===== config.mk =====
export PLATFORM = sky130hd
export DESIGN_NAME = i2c_target
export DESIGN_NICKNAME = d
export VERILOG_FILES = /design/src/rtl/i2c_target.sv
export SDC_FILE = /design/constraint.sdc
export NUM_CORES = 1
export LEC_CHECK = 0
export CELL_PAD_IN_SITES_DETAIL_PLACEMENT = 2
export CELL_PAD_IN_SITES_GLOBAL_PLACEMENT = 2
export CORE_AREA = 2 2 88 90
export CTS_CLUSTER_DIAMETER = 200
export CTS_CLUSTER_SIZE = 10
export DETAILED_ROUTE_END_ITERATION = 10
export DIE_AREA = 0 0 90 92
export PLACE_DENSITY_LB_ADDON = 0.1
export SLEW_MARGIN = 20
export SYNTH_ARGS = -nofsm -noshare
export SYNTH_HDL_FRONTEND = slang
export SYNTH_SLANG_ARGS = --single-unit
export TNS_END_PERCENT = 1

===== constraint.sdc =====
create_clock -name ref_clk -period 1.6 [get_ports ref_clk]
set_input_delay 0.48 -clock ref_clk [delete_from_list [all_inputs] [get_ports ref_clk]]
set_output_delay 0.48 -clock ref_clk [all_outputs]
set_load 0.02 [all_outputs]

===== src/rtl/i2c_target.sv =====
// I2C target with 7-bit addressing: oversampled, glitch-filtered SCL/SDA,
// START/STOP detection, address match, write delivery and read service.
module i2c_target #(
    parameter logic [6:0] TARGET_ADDR = 7'h42,
    parameter int         FILTER_LEN  = 3
) (
    input  logic       ref_clk,
    input  logic       rst_n,
    input  logic       scl_in,
    input  logic       sda_in,
    output logic       sda_oe,
    output logic [7:0] rx_data,
    output logic       rx_valid,
    output logic       rx_first,
    input  logic [7:0] tx_data,
    output logic       tx_req,
    output logic       busy
);

    typedef enum logic [2:0] {
        IDLE, ADDR, ADDR_ACK, WRITE, WRITE_ACK, READ, READ_ACK, IGNORE
    } state_t;

    localparam logic [2:0] FILT_LAST = 3'(FILTER_LEN - 1);

    logic [1:0] r_sclSync, r_sdaSync;
    logic [2:0] r_sclCnt, r_sdaCnt;
    logic       r_sclFilt, r_sdaFilt, r_sclPrev, r_sdaPrev;

    state_t     r_state, w_state;
    logic [2:0] r_bitCnt, w_bitCnt;
    logic [7:0] r_shift, w_shift;
    logic [7:0] r_txShift, w_txShift;
    logic       r_byteDone, w_byteDone;
    logic       r_rxPending, w_rxPending;
    logic       r_sdaOe, w_sdaOe;
    logic       r_busy, w_busy;
    logic [7:0] r_rxData, w_rxData;
    logic       r_rxValid, w_rxValid;
    logic       r_rxFirst, w_rxFirst;
    logic       w_txReq;

    logic w_sclRise, w_sclFall, w_start, w_stop;

    // A line only takes a new level after FILTER_LEN consecutive differing samples.
    always_ff @(posedge ref_clk or negedge rst_n) begin
        if (!rst_n) begin
            r_sclSync <= 2'b11;
            r_sdaSync <= 2'b11;
            r_sclCnt  <= '0;
            r_sdaCnt  <= '0;
            r_sclFilt <= 1'b1;
            r_sdaFilt <= 1'b1;
            r_sclPrev <= 1'b1;
            r_sdaPrev <= 1'b1;
        end else begin
            r_sclSync <= {r_sclSync[0], scl_in};
            r_sdaSync <= {r_sdaSync[0], sda_in};
            if (r_sclSync[1] == r_sclFilt) begin
                r_sclCnt <= '0;
            end else if (r_sclCnt == FILT_LAST) begin
                r_sclFilt <= r_sclSync[1];
                r_sclCnt  <= '0;
            end else begin
                r_sclCnt <= r_sclCnt + 3'd1;
            end
            if (r_sdaSync[1] == r_sdaFilt) begin
                r_sdaCnt <= '0;
            end else if (r_sdaCnt == FILT_LAST) begin
                r_sdaFilt <= r_sdaSync[1];
                r_sdaCnt  <= '0;
            end else begin
                r_sdaCnt <= r_sdaCnt + 3'd1;
            end
            r_sclPrev <= r_sclFilt;
            r_sdaPrev <= r_sdaFilt;
        end
    end

    assign w_sclRise = r_sclFilt & ~r_sclPrev;
    assign w_sclFall = ~r_sclFilt & r_sclPrev;
    assign w_start   = r_sclFilt & r_sclPrev & r_sdaPrev & ~r_sdaFilt;
    assign w_stop    = r_sclFilt & r_sclPrev & ~r_sdaPrev & r_sdaFilt;

    always_ff @(posedge ref_clk or negedge rst_n) begin
        if (!rst_n) begin
            r_state     <= IDLE;
            r_bitCnt    <= '0;
            r_shift     <= '0;
            r_txShift   <= '0;
            r_byteDone  <= 1'b0;
            r_rxPending <= 1'b0;
            r_sdaOe     <= 1'b0;
            r_busy      <= 1'b0;
            r_rxData    <= '0;
            r_rxValid   <= 1'b0;
            r_rxFirst   <= 1'b0;
        end else begin
            r_state     <= w_state;
            r_bitCnt    <= w_bitCnt;
            r_shift     <= w_shift;
            r_txShift   <= w_txShift;
            r_byteDone  <= w_byteDone;
            r_rxPending <= w_rxPending;
            r_sdaOe     <= w_sdaOe;
            r_busy      <= w_busy;
            r_rxData    <= w_rxData;
            r_rxValid   <= w_rxValid;
            r_rxFirst   <= w_rxFirst;
        end
    end

    // START/STOP take priority over any SCL edge seen in the same cycle.
    always_comb begin
        w_state     = r_state;
        w_bitCnt    = r_bitCnt;
        w_shift     = r_shift;
        w_txShift   = r_txShift;
        w_byteDone  = r_byteDone;
        w_rxPending = r_rxPending;
        w_sdaOe     = r_sdaOe;
        w_busy      = r_busy;
        w_rxData    = r_rxData;
        w_rxValid   = 1'b0;
        w_rxFirst   = 1'b0;
        w_txReq     = 1'b0;
        if (w_start) begin
            w_state     = ADDR;
            w_bitCnt    = '0;
            w_byteDone  = 1'b0;
            w_rxPending = 1'b0;
            w_sdaOe     = 1'b0;
            w_busy      = 1'b1;
        end else if (w_stop) begin
            w_state = IDLE;
            w_sdaOe = 1'b0;
            w_busy  = 1'b0;
        end else begin
            case (r_state)
                ADDR: begin
                    if (w_sclRise) begin
                        w_shift  = {r_shift[6:0], r_sdaFilt};
                        w_bitCnt = r_bitCnt + 3'd1;
                        if (r_bitCnt == 3'd7) w_byteDone = 1'b1;
                    end else if (w_sclFall && r_byteDone) begin
                        w_byteDone = 1'b0;
                        if (r_shift[7:1] == TARGET_ADDR) begin
                            w_sdaOe = 1'b1;
                            w_state = ADDR_ACK;
                        end else begin
                            w_state = IGNORE;
                        end
                    end
                end
                ADDR_ACK: begin
                    if (w_sclFall) begin
                        w_bitCnt = '0;
                        if (r_shift[0]) begin
                            w_txReq   = 1'b1;
                            w_txShift = tx_data;
                            w_sdaOe   = ~tx_data[7];
                            w_state   = READ;
                        end else begin
                            w_sdaOe     = 1'b0;
                            w_rxPending = 1'b1;
                            w_state     = WRITE;
                        end
                    end
                end
                WRITE: begin
                    if (w_sclRise) begin
                        w_shift  = {r_shift[6:0], r_sdaFilt};
                        w_bitCnt = r_bitCnt + 3'd1;
                        if (r_bitCnt == 3'd7) begin
                            w_rxData    = {r_shift[6:0], r_sdaFilt};
                            w_rxValid   = 1'b1;
                            w_rxFirst   = r_rxPending;
                            w_rxPending = 1'b0;
                            w_byteDone  = 1'b1;
                        end
                    end else if (w_sclFall && r_byteDone) begin
                        w_byteDone = 1'b0;
                        w_sdaOe    = 1'b1;
                        w_state    = WRITE_ACK;
                    end
                end
                WRITE_ACK: begin
                    if (w_sclFall) begin
                        w_sdaOe  = 1'b0;
                        w_bitCnt = '0;
                        w_state  = WRITE;
                    end
                end
                READ: begin
                    if (w_sclFall) begin
                        if (r_bitCnt == 3'd7) begin
                            w_sdaOe  = 1'b0;
                            w_bitCnt = '0;
                            w_state  = READ_ACK;
                        end else begin
                            w_txShift = {r_txShift[6:0], 1'b0};
                            w_sdaOe   = ~r_txShift[6];
                            w_bitCnt  = r_bitCnt + 3'd1;
                        end
                    end
                end
                READ_ACK: begin
                    if (w_sclRise && r_sdaFilt) begin
                        w_sdaOe = 1'b0;
                        w_state = IGNORE;
                    end else if (w_sclFall) begin
                        w_txReq   = 1'b1;
                        w_txShift = tx_data;
                        w_sdaOe   = ~tx_data[7];
                        w_bitCnt  = '0;
                        w_state   = READ;
                    end
                end
                IGNORE: begin
                    w_sdaOe = 1'b0;
                end
                default: begin
                    w_state = IDLE;
                end
            endcase
        end
    end

    assign sda_oe   = r_sdaOe;
    assign rx_data  = r_rxData;
    assign rx_valid = r_rxValid;
    assign rx_first = r_rxFirst;
    assign tx_req   = w_txReq;
    assign busy     = r_busy;

endmodule


==> results_dict.tcl <==
set metrics [dict create \
    syn_inst 212 \
    crit_fanout 3 \
    swShare_pct 39.57 \
    status "finished, violations left" \
    hold_path.class "in -> async" \
    drv_cap 0 \
    synth_area_per_cell_um2 11.03 \
    track_usage_pct 16.87 \
    antenna_cells 0 \
    cts_tree "yes" \
    p_int_mw 3.594 \
    worstSetupPathType "reg -> reg" \
    end_kind "flop" \
    grt_max_degree 50 \
    synth_top_cell_by_area "dfrtp_1" \
    nNetsFinal 302 \
    wl_per_cell_um 16.77 \
    power.total_mw 5.947 \
    synthToLayoutAreaGrowth_pct 43.61 \
    netlist_area_um2 2338 \
    period_needed_ns 1.785 \
    rsz0062_at_grt "yes" \
    path_clk_slew_ns 0.09 \
    worst_pin_slew_ns 0.3042 \
    cts_max_path_buffers 2 \
    hold_violations 0 \
    die_w_um 90 \
    ctsHoldBuffers 0 \
    cp.required_ns 1.80 \
    setup_ws_ns -0.1849 \
    violations "setup timing" \
    die_h_um 92 \
    drc 0 \
    root_buffer "clkbuf_8" \
    drive_gt1_share_pct 43.25 \
    finalWeightedCongestion 0.7539 \
    yosys-top-cells-area "dfrtp_1 (44%), dfstp_2 (9.0%), mux2_2 (5.3%)" \
    p_comb_share_pct 54.8 \
    drt_wl_total_mm 6.559 \
    portBuffers 24 \
    p_clk_share_pct 12.5 \
    synth-seq-area-share_pct 52.86 \
    core_um2 7447 \
    row_count 32 \
    setup_violations 26 \
    cts_sinks 49 \
    holdWs_ns 0.1412 \
    antenna_found_initial 0 \
    maxSlewViolCount 0 \
    fin_worst_skew_ns 0.006205 \
    htree_levels 2 \
    powerDensity_nw_per_um2 1771 \
    leakage_nw 1.539 \
    insertion_delay_ns 0.31 \
    slowest_stage "dfstp_2" \
    yosysWarnings 0 \
    async_flop_share_pct 100.0 \
    start_util_pct 31.40 \
    synth_top_area_share_pct 43.87 \
    io_pins 25 \
    ant_nets 0 \
    ys_types 44 \
    arrival_ns 1.98 \
    num_vias 1912 \
    drt-initial-drc-count 67 \
    hpwl_mm 4.601 \
    synth-main-ff-cell "dfrtp_1" \
    max_freq_mhz 560.2 \
    grt_pass1_vias 2096 \
    ir_drop_v 0.0005332 \
    cts_buffers 5 \
    dieArea_um2 8280 \
    firstDrtPassIters 4 \
    grt_pass1_wl_mm 11.14 \
    via_per_inst 4.890 \
    grt_overflow 0 \
    synth_seq_cells 49 \
    cp_cell_sequence "nand2b_4, buf_6, o21ai_2, nand2_1, a221o_1, mux2_4" \
    crit_buf_inv 1 \
    period_share_pct 111.6 \
    critPathMaxStageDelay_ns 0.59 \
    seqPwrFrac_pct 32.7 \
    synth.net_count 226 \
    cp_top_family "flip-flops" \
    slew_headroom_pct 79.58 \
    startpoint_type "flop" \
    netSwitchingPower_mw 2.353 \
    synth_edf_count 0 \
]
## per-stage QoR
| stage | std cells | setup TNS, ns | cell area, um^2 | setup WS [ns] | util, % |
|---|---|---|---|---|---|
| 2_1_floorplan | 212 | -1.039 | 2352 | -0.08925 | - |
| 3_3_place_gp | 375 | -4.746 | 3014 | -0.2625 | 40.47 |
| 3_5_place_dp | 375 | -5.604 | 3014 | -0.2943 | 40.47 |
| 4_1_cts | 386 | -2.931 | 3263 | -0.1979 | 43.82 |
| 5_1_grt | 391 | -4.469 | 3358 | -0.2496 | 45.09 |
| 6_report | 391 | -2.053 | 3358 | -0.1849 | 45.09 |
## layer usage
layer | GRT usage [%] | vias to the layer above | wire [um]
met3 | 2.876 | 10 | 144
met2 | 28.07 | 22 | 3253
li1 | - | 914 | -
met1 | 22.59 | 966 | 3054
met5 | 0 | - | 0
met4 | 5.128 | 0 | 107
## synthesized netlist by cell type, types with 3 or more instances
cell	number
a21oi_1	16
a31oi_1	3
and2_1	3
buf_2	3
buf_4	4
dfrtp_1	41
dfstp_2	8
inv_1	3
inv_2	3
mux2_1	7
mux2_2	11
mux2i_1	6
nand2_1	16
nand3_1	5
nand4_1	3
nor2_1	16
nor2b_1	6
nor3_1	4
nor3b_1	4
o211ai_1	5
o21ai_0	13
xor2_1	3
## final cells by class
class | count | area, um^2
clock inverters | 3 | 17.52
repair buffers | 77 | 670.6
clock buffers | 5 | 68.82
fillers | 808 | 4089
well taps | 102 | 127.6
flip-flops and latches | 49 | 1236
inverters | 6 | 27.53
multi-input cells | 149 | 1210
## path summary, 6_finish.rpt
check,startpoint,to,slack (ns),cells after the start
hold reg to reg,r_sdaSync[0],r_sdaSync[1],0.36,0
setup reg to reg,r_sclPrev,r_bitCnt[1],-0.18,6
max in group asynchronous,rst_n,r_sclSync[1],1.17,2
hold / removal,rst_n,r_state[2],0.14,2
setup / recovery,r_sclPrev,r_bitCnt[1],-0.18,6
min in group ref_clk,r_sdaSync[0],r_sdaSync[1],0.36,0
## power by group through the flow
stage | combinational, mW | clock (mW) | sequential, mW
after floorplan | 1.62 | 0 | 1.91
after global placement | 2.72 | 0 | 1.91
after detailed placement | 2.79 | 0 | 1.94
after CTS | 3.08 | 0.769 | 1.94
after global routing | 3.60 | 0.813 | 2.01
final | 3.26 | 0.742 | 1.95
## cells by family after synthesis
family	Yosys count	share of synthesized area [%]
and+or+nand+nor	69	16.27
DFF	49	52.86
AOI/OAI and AO/OA	47	12.04
muxes	26	12.52
buffers and inverters	14	3.371
xor gates and xnor gates	5	1.873
adders and majority gates	2	1.070
## sequential cells by signal (all words and copies together) (netlist names), 2 cells and up
register / count
r_sclCnt: 3
r_sclSync: 2
rx_data: 8
r_shift: 8
r_bitCnt: 3
r_txShift: 7
r_sdaSync: 2
r_sdaCnt: 3
r_state: 3
## layout by cell type (no fill, tap or decap), types with 6 or more instances in the layout
cell and instances:
buf_4 44, dfrtp_1 41, nand2_1 15, mux2_4 15
nor2_1 13, a21oi_1 12, dlygate4sd2_1 12, o21ai_0 10
clkdlybuf4s50_1 10, buf_6 8, dfstp_2 8, mux2i_1 6
## what timing repair did
action,4_1_cts,5_1_grt
gates resized for setup,58,16
setup endpoints to repair,46,33
pin swaps,8,6
buffers inserted,3,5
Power figures use the tool's default switching activity.
